==> src/rtl/memory_access.sv <==
// RV32I MEM stage: drives the data-memory bus, aligns/extends load data and
// registers results into the MEM/WB pipeline register.
//
// state | meaning
// IDLE  | no access outstanding; a zero-wait access completes here
// WAIT  | request issued, holding until the memory returns ready
module memory_access (
  input  logic        clk,
  input  logic        rst_n,
  input  logic        clk_en,
  input  logic        i_ex_mem_to_reg,
  input  logic        i_ex_reg_wr,
  input  logic        i_ex_mem_rd,
  input  logic        i_ex_mem_wr,
  input  logic        i_ex_result_src,
  input  logic [4:0]  i_ex_reg_destination,
  input  logic [2:0]  i_ex_funct3,
  input  logic [31:0] i_ex_alu_result,
  input  logic [31:0] i_ex_data2,
  input  logic [31:0] i_ex_pc_plus_4,
  output logic        o_dmem_req,
  output logic        o_dmem_we,
  output logic [31:0] o_dmem_addr,
  output logic [3:0]  o_dmem_be,
  output logic [31:0] o_dmem_wdata,
  input  logic        i_dmem_ready,
  input  logic [31:0] i_dmem_rdata,
  output logic        o_mem_stall,
  output logic        o_mem_mem_to_reg,
  output logic        o_mem_reg_wr,
  output logic        o_mem_result_src,
  output logic [4:0]  o_mem_reg_destination,
  output logic [31:0] o_mem_alu_result,
  output logic [31:0] o_mem_read_data,
  output logic [31:0] o_mem_pc_plus_4,
  output logic        o_mem_misaligned
);

  typedef enum logic {IDLE = 1'b0, WAIT = 1'b1} state_t;

  state_t      state;
  logic        mem_op;
  logic        misaligned;
  logic        access;
  logic        is_load;
  logic [1:0]  offset;
  logic [15:0] lane;
  logic [31:0] load_data;

  assign mem_op  = i_ex_mem_rd | i_ex_mem_wr;
  assign offset  = i_ex_alu_result[1:0];
  assign access  = mem_op & ~misaligned;
  assign is_load = i_ex_mem_rd & ~i_ex_mem_wr;

  always_comb begin
    misaligned = 1'b0;
    if (mem_op) begin
      case (i_ex_funct3[1:0])
        2'b01:   misaligned = offset[0];
        2'b10:   misaligned = |offset;
        default: misaligned = 1'b0;
      endcase
    end
  end

  assign o_mem_stall  = access & ~i_dmem_ready;
  assign o_dmem_req   = access;
  assign o_dmem_we    = i_ex_mem_wr;
  assign o_dmem_addr  = {i_ex_alu_result[31:2], 2'b00};

  always_comb begin
    o_dmem_be = 4'b0000;
    if (access) begin
      case (i_ex_funct3[1:0])
        2'b00:   o_dmem_be = 4'b0001 << offset;
        2'b01:   o_dmem_be = 4'b0011 << offset;
        default: o_dmem_be = 4'b1111;
      endcase
    end
  end

  always_comb begin
    case (i_ex_funct3[1:0])
      2'b00:   o_dmem_wdata = {4{i_ex_data2[7:0]}};
      2'b01:   o_dmem_wdata = {2{i_ex_data2[15:0]}};
      default: o_dmem_wdata = i_ex_data2;
    endcase
  end

  // Only the low 16 bits of the shifted word are ever needed (byte or half).
  assign lane = 16'(i_dmem_rdata >> {offset, 3'b000});

  always_comb begin
    case (i_ex_funct3)
      3'b000:  load_data = {{24{lane[7]}}, lane[7:0]};
      3'b001:  load_data = {{16{lane[15]}}, lane[15:0]};
      3'b100:  load_data = {24'h0, lane[7:0]};
      3'b101:  load_data = {16'h0, lane[15:0]};
      default: load_data = i_dmem_rdata;
    endcase
  end

  always_ff @(posedge clk or negedge rst_n) begin
    if (!rst_n) begin
      state                 <= IDLE;
      o_mem_mem_to_reg      <= 1'b0;
      o_mem_reg_wr          <= 1'b0;
      o_mem_result_src      <= 1'b0;
      o_mem_reg_destination <= 5'd0;
      o_mem_alu_result      <= 32'h0;
      o_mem_read_data       <= 32'h0;
      o_mem_pc_plus_4       <= 32'h0;
      o_mem_misaligned      <= 1'b0;
    end else if (clk_en) begin
      case (state)
        IDLE:    if (access & ~i_dmem_ready) state <= WAIT;
        WAIT:    if (i_dmem_ready) state <= IDLE;
        default: state <= IDLE;
      endcase
      if (o_mem_stall) begin
        o_mem_reg_wr     <= 1'b0;
        o_mem_misaligned <= 1'b0;
      end else begin
        o_mem_mem_to_reg      <= i_ex_mem_to_reg;
        o_mem_reg_wr          <= i_ex_reg_wr & ~misaligned;
        o_mem_result_src      <= i_ex_result_src;
        o_mem_reg_destination <= i_ex_reg_destination;
        o_mem_alu_result      <= i_ex_alu_result;
        o_mem_read_data       <= (access && is_load) ? load_data : 32'h0;
        o_mem_pc_plus_4       <= i_ex_pc_plus_4;
        o_mem_misaligned      <= misaligned;
      end
    end
  end

  // Upstream must keep presenting the access for as long as we are waiting on it.
  hold_while_waiting: assert property (@(posedge clk) disable iff (!rst_n)
    (clk_en && state == WAIT) |-> access);

endmodule

==> config.mk <==
export PLATFORM = sky130hd
export DESIGN_NAME = memory_access
export DESIGN_NICKNAME = d
export VERILOG_FILES = /design/src/rtl/memory_access.sv
export SDC_FILE = /design/constraint.sdc
export NUM_CORES = 1
export LEC_CHECK = 0
export CAP_MARGIN = 25
export CORE_AREA = 2 2 123 125
export CTS_BUF_LIST = sky130_fd_sc_hd__clkbuf_4 sky130_fd_sc_hd__clkbuf_8
export DETAILED_ROUTE_END_ITERATION = 8
export DIE_AREA = 0 0 125 127
export MAX_ROUTING_LAYER = met4
export PLACE_DENSITY_LB_ADDON = 0.2
export SETUP_SLACK_MARGIN = 0.4
export SLEW_MARGIN = 20
export SYNTH_ARGS = -nofsm -noshare
export SYNTH_HDL_FRONTEND = slang
export SYNTH_SLANG_ARGS = --single-unit
==> constraint.sdc <==
create_clock -name clk -period 5 [get_ports clk]
set_clock_uncertainty 0.15 [all_clocks]
set_input_delay 1.25 -clock clk [delete_from_list [all_inputs] [get_ports clk]]
set_output_delay 1.25 -clock clk [all_outputs]
set_load 0.005 [all_outputs]
==> results of run 1 <==
==> report_power, final <==
part	switching, uW	leakage (uW)	internal [uW]
registers	52.9	0.00130	953
logic	240	0.00218	454
clock network	286	0.000106	265
total	579	0.00358	1670
==> cell type report <==
type | count | area, um2 | area share (%)
Timing Repair Buffer | 337 | 3340 | 38.8
Sequential cell | 105 | 2630 | 30.5
Multi-Input combinational cell | 265 | 2170 | 25.3
Tap cell | 184 | 230 | 2.68
Clock buffer | 12 | 159 | 1.85
Clock inverter | 4 | 51.3 | 0.596
Inverter | 6 | 22.5 | 0.262
==> cell usage in the layout, fill, tap and decap left out, types with 5 or more instances in the layout <==
master / count
a21oi_1: 10
a221o_1: 17
a22o_1: 15
a22oi_1: 8
buf_4: 17
clkbuf_8: 11
clkdlybuf4s50_1: 311
dfrtp_1: 105
dlygate4sd2_1: 5
inv_1: 6
mux2_1: 38
mux2_2: 42
mux2i_1: 8
nand2_1: 33
nand2b_1: 7
nand3_1: 16
nand4_1: 7
nor2_1: 7
o21ai_0: 24
==> repair_timing <==
item                       4_1_cts  5_1_grt
buffers inserted                 1        0
pin swaps                        1        1
resized for setup                9        6
setup endpoints to repair       14       12
==> through the flow <==
stage                     util (%)  hold slack (ns)  power [uW]
after floorplan                  -            0.323        1250
after global placement        57.8            0.315        1710
after detailed placement      57.8            0.328        1730
after CTS                     59.4            0.350        2280
after global routing          59.6            0.370        2370
final                         59.6            0.344        2250
==> worst max path at each step <==
| stage | end | start | slack, ns | cells after the start |
|---|---|---|---|---|
| final | o_dmem_wdata[25] | i_ex_funct3[1] | 0.50 | 9 |
| after global routing | o_dmem_wdata[25] | i_ex_funct3[1] | 0.43 | 9 |
| after CTS | o_dmem_wdata[8] | i_ex_funct3[1] | 0.40 | 7 |
| after detailed placement | o_dmem_be[3] | i_ex_funct3[0] | 0.1 | 9 |
| after global placement | o_dmem_be[3] | i_ex_funct3[0] | 0.11 | 9 |
| after floorplan | o_dmem_be[2] | i_ex_funct3[1] | 0.58 | 8 |
==> layer usage <==
layer / track usage (%) / vias up / part of all wire [%]
met5: - / - / 0
met4: 6.67 / 0 / 1.8
met3: 5.36 / 18 / 7.2
met2: 39.6 / 216 / 53
met1: 24.1 / 2274 / 38
li1: - / 2126 / -
==> critical path: stages <==
cell and delay (ns):
clkdlybuf4s50_1 0.47, inv_1 0.08, ha_1 0.22, buf_6 0.16, nor2_4 0.12, buf_6 0.14, nand2_1 0.07, nand2_1 0.08
clkdlybuf4s50_1 0.51
==> cell families after synthesis <==
logic type	count (synthesis)	synth area share, %
mux	89	19.2
other cells	1	0.0713
simple gates	84	7.80
fa+ha+maj	3	0.714
compound gates	87	12.6
flops	105	50.0
buf+inv	77	9.66
==> flow_metrics.py, run 1 <==
metrics = {
    "synthesis": {
        "ys_ff_latch": 105,
        "ys_seq_area_share_pct": 50.0,
        "ys.flop_type": "dfrtp_1",
        "synth_top_area_cell": "dfrtp_1",
        "yosysMostFrequentCell": "dfrtp_1",
        "netlist_top_cells_count": "dfrtp_1, buf_4, mux2_2, mux2_1, nand2_1",
        "async_reset_ff_share_pct": 100,
        "yosys_warnings": 0,
        "synth_area_leaders": "dfrtp_1, mux2_2, mux2_1",
        "synth_top_area_share_pct": 50.0,
        "syn_area_per_cell_um2": 11.8,
        "ys_types": 41,
        "syn-cell-area_um2": 5260,
        "syn_inst": 446,
        "synth-edff-count": 0,
    },
    "routing": {
        "ant_nets": 0,
        "vias_per_cell": 5.08,
        "drc": 0,
        "drt_first_pass_iters": 4,
        "avgRoutedWirePerCell_um": 18.6,
        "routed_wl_um": 17000,
        "drtIter0Drc": 207,
        "dr_total_vias": 4634,
    },
    "critical_path": {
        "worstReg2RegStart": "o_mem_pc_plus_4[16]",
        "worstPathMaxFanout": 12,
        "crit_path_end_kind": "primary output",
        "r2r_slack_ns": 4.02,
        "startpoint_type": "input port",
        "crit_required_ns": 3.60,
        "criticalPathCategory": "input port to primary output",
        "reg2regPathDepth": 1,
        "reg2reg_to": "o_mem_pc_plus_4[16]",
        "arrival_ns": 3.10,
    },
    "min_path": {
        "holdPathEnd": "o_mem_read_data[7]",
        "hp-class": "flop to flop",
        "hp-start": "o_mem_read_data[7]",
        "min_path_cells": 2,
    },
    "finish": {
        "drive_above_1_share_pct": 12.2,
        "area_growth_pct": 63.6,
        "instances_no_fill": 913,
        "fin_area_um2": 8600,
        "nets": 872,
        "fillers": 1193,
        "antennaDiodeCount": 0,
        "top_regs": "o_mem_alu_result: 32 flops, o_mem_pc_plus_4: 32 flops, o_mem_read_data: 32 flops",
    },
    "place": {
        "place_ws_ns": 0.0951,
        "placedCellCount": 895,
        "hpwl_um": 13200,
        "port_buffers": 318,
        "gp_congestion": 0.893,
        "placed_area_um2": 8340,
    },
    "power_and_ir_drop": {
        "ir_drop_mv": 0.117,
        "p_leak_uw": 0.00358,
        "power_density_nw_per_um2": 262,
    },
    "floorplanning": {
        "initial_utilization_pct": 36.5,
        "die_h_um": 127,
        "die_w_um": 125,
        "rows": 44,
        "core_um2": 14400,
        "ioPinCount": 321,
        "fp.dieArea_um2": 15900,
    },
    "timing": {
        "slew-limit-headroom_pct": 51.1,
        "fmax_ghz": 0.222,
        "post-route-period-util_pct": 89.9,
        "fin_crit_ns": 4.50,
        "rsz0062_at_grt": "false",
        "finalSetupTns_ns": 0,
        "finalSetupViolCount": 0,
        "setup_ws_ns": 0.504,
        "max_slew.worst_pin.slew_ns": 0.733,
        "maxSlewViolCount": 0,
        "hold_viol_final": 0,
    },
    "clock_network": {
        "root_buffer": "clkbuf_8",
        "htreeDepth": 3,
        "numCtsBuffers": 9,
        "insertion_delay_ns": 0.37,
        "clockBufferDepth": 2,
        "path_clk_slew_ns": 0.09,
        "cts_tree": "done",
        "cts.sinks": 105,
        "hold_buffers": 0,
    },
    "global_route": {
        "grt_max_degree": 104,
        "grt_use_total_pct": 22.0,
        "grt_pass1_vias": 4853,
        "antenna_found_initial": 0,
        "grt_pass1_wl_um": 26600,
        "grt_overflow": 0,
    },
    "job": {
        "maxCapViolCount": 0,
    },
    "run_status": {
        "outcome": "complete, no violations",
    },
}
No activity file was read; power rests on OpenSTA's default activity.
==> run 2: changes to the inputs <==
- ABC_AREA: default -> 1
- CORE_AREA: 2 2 123 125 -> 2 2 126 128
- DIE_AREA: 0 0 125 127 -> 0 0 128 130
==> flow_metrics.py, run 2 <==
metrics = {
    "run_status": {
        "outcome": "complete, no violations",
    },
    "global_route": {
        "grt_pass1_vias": 5408,
        "grt_overflow": 0,
        "grt_pass1_wl_um": 28300,
        "grt_max_degree": 89,
        "antenna_found_initial": 0,
        "grt_use_total_pct": 22.5,
    },
    "timing": {
        "rsz0062_at_grt": "true",
        "finalSetupTns_ns": 0,
        "fmax_ghz": 0.220,
        "fin_crit_ns": 4.54,
        "hold_viol_final": 0,
        "post-route-period-util_pct": 90.7,
        "finalSetupViolCount": 0,
        "slew-limit-headroom_pct": 39.2,
        "maxSlewViolCount": 0,
        "max_slew.worst_pin.slew_ns": 0.912,
    },
    "synthesis": {
        "synth_area_leaders": "dfrtp_1, nand2_1, buf_4",
        "ys_seq_area_share_pct": 46.6,
        "async_reset_ff_share_pct": 100,
        "synth_top_area_cell": "dfrtp_1",
        "yosys_warnings": 0,
        "ys_ff_latch": 105,
        "netlist_top_cells_count": "nand2_1, dfrtp_1, nand3_1, inv_1, buf_4",
        "ys_types": 25,
        "synth-edff-count": 0,
        "synth_top_area_share_pct": 46.6,
        "syn-cell-area_um2": 5640,
        "syn_area_per_cell_um2": 7.36,
        "ys.flop_type": "dfrtp_1",
        "syn_inst": 766,
        "yosysMostFrequentCell": "nand2_1",
    },
    "routing": {
        "vias_per_cell": 4.66,
        "drc": 0,
        "dr_total_vias": 5710,
        "routed_wl_um": 18800,
        "avgRoutedWirePerCell_um": 15.4,
        "drt_first_pass_iters": 5,
        "ant_nets": 0,
        "drtIter0Drc": 287,
    },
    "power_and_ir_drop": {
        "p_leak_uw": 0.00435,
        "p_switching_uw": 679,
        "swShare_pct": 30.0,
        "p_int_uw": 1590,
        "p_clk_share_pct": 23.3,
        "p_seq_share_pct": 44.4,
        "ir_drop_mv": 0.159,
        "p_total_uw": 2270,
        "p_comb_share_pct": 32.3,
        "power_density_nw_per_um2": 255,
    },
    "clock_network": {
        "root_buffer": "clkbuf_8",
        "clockBufferDepth": 2,
        "cts_tree": "done",
        "hold_buffers": 0,
        "path_clk_slew_ns": 0.09,
        "htreeDepth": 3,
        "cts.sinks": 105,
        "numCtsBuffers": 9,
        "insertion_delay_ns": 0.37,
    },
    "critical_path": {
        "crit_chain": "clkdlybuf4s50_1, inv_1, ha_1, buf_6, inv_4, o22ai_1, inv_1, o21ai_0, clkdlybuf4s50_1",
        "startpoint_type": "input port",
        "worstPathMaxFanout": 10,
        "crit_family": "buffers and inverters",
        "critPathMaxStageDelay_ns": 0.56,
        "crit_required_ns": 3.60,
        "criticalPathCategory": "input port to primary output",
        "crit_buf_inv": 6,
        "arrival_ns": 3.14,
        "crit_path_end_kind": "primary output",
        "slowest_stage": "clkdlybuf4s50_1",
    },
    "floorplanning": {
        "core_um2": 15400,
        "die_h_um": 130,
        "die_w_um": 128,
        "ioPinCount": 321,
        "initial_utilization_pct": 36.6,
        "fp.dieArea_um2": 16600,
        "rows": 46,
    },
    "finish": {
        "instances_no_fill": 1225,
        "final_cell_mix": "nand2_1, clkdlybuf4s50_1, dfrtp_1, nand3_1, inv_1",
        "layout_commonest_cell": "nand2_1",
        "drive_above_1_share_pct": 5.61,
        "fin_util_pct": 57.6,
        "area_growth_pct": 57.6,
        "nets": 1176,
        "top_regs": "o_mem_alu_result: 32 flops, o_mem_pc_plus_4: 32 flops, o_mem_read_data: 32 flops",
        "antennaDiodeCount": 0,
        "fillers": 1462,
    },
    "place": {
        "port_buffers": 318,
        "hpwl_um": 14300,
        "gp_congestion": 0.850,
        "placedCellCount": 1208,
    },
    "job": {
        "maxCapViolCount": 0,
    },
    "min_path": {
        "hp-class": "flop to flop",
    },
}
run 2: tightest hold or removal path, cell delays in order (launching register included):
cell and delay (ns):
dfrtp_1 0.35, nand2_1 0.05, nand2_1 0.05
run 2: metal layers:
metal  GRT usage (%)  up-vias  share of wire (%)
met2            37.9      245                 49
met5               -        -                  0
met1            27.3     2595                 42
met4            6.46        0                1.6
met3            5.00       16                7.0
li1                -     2854                  -
run 2: power by group through the flow:
stage | combinational (uW) | clock [uW] | sequential [uW]
after floorplan | 253 | 0 | 1030
after global placement | 726 | 0 | 1020
after detailed placement | 729 | 0 | 1020
after CTS | 734 | 546 | 1010
after global routing | 801 | 580 | 1020
final | 732 | 528 | 1010
run 2: worst paths after layout:
kind                                      from                    to  slack (ns)  cells after the start
min in group asynchronous                rst_n  o_mem_alu_result[15]        0.67                      1
max in group asynchronous                rst_n  o_mem_alu_result[20]        3.10                      2
hold reg to reg            o_mem_pc_plus_4[23]   o_mem_pc_plus_4[23]        0.34                      2
setup / recovery                i_ex_funct3[1]      o_dmem_wdata[14]        0.46                      9
hold / removal             o_mem_pc_plus_4[23]   o_mem_pc_plus_4[23]        0.34                      2
setup reg to reg           o_mem_alu_result[0]   o_mem_alu_result[0]        4.15                      2
run 2: per-stage QoR:
step | setup WS (ns) | hold WS, ns | instance area [um2]
floorplan | 0.846 | 0.322 | 5640
global route | 0.382 | 0.357 | 8890
detailed placement | 0.268 | 0.314 | 8620
finish | 0.464 | 0.335 | 8890
CTS | 0.374 | 0.341 | 8830
global placement | 0.297 | 0.311 | 8620
run 2: cells by family after synthesis:
kind of cell               Yosys count  synth area share (%)
AOI/OAI and AO/OA                   51                  5.01
adders and majority gates            3                 0.666
buffers and inverters              137                  13.5
DFF                                105                  46.6
other                                1                0.0665
and+or+nand+nor                    469                  34.2
run 2: what timing repair did:
item | 4_1_cts | 5_1_grt
setup buffers | 0 | 0
gates cloned | 0 | 1
pin swaps | 0 | 2
setup endpoints to repair | 20 | 19
resized for setup | 5 | 13
run 2: area by class of cell:
type	instances	area [um2]	area share, %
inverter	56	213	2.39
sequential	105	2630	29.6
clock buffer	11	145	1.63
timing repair buffer	331	3310	37.2
multi-input combinational	525	2300	25.9
clock inverter	5	50.0	0.563
tap	192	240	2.70
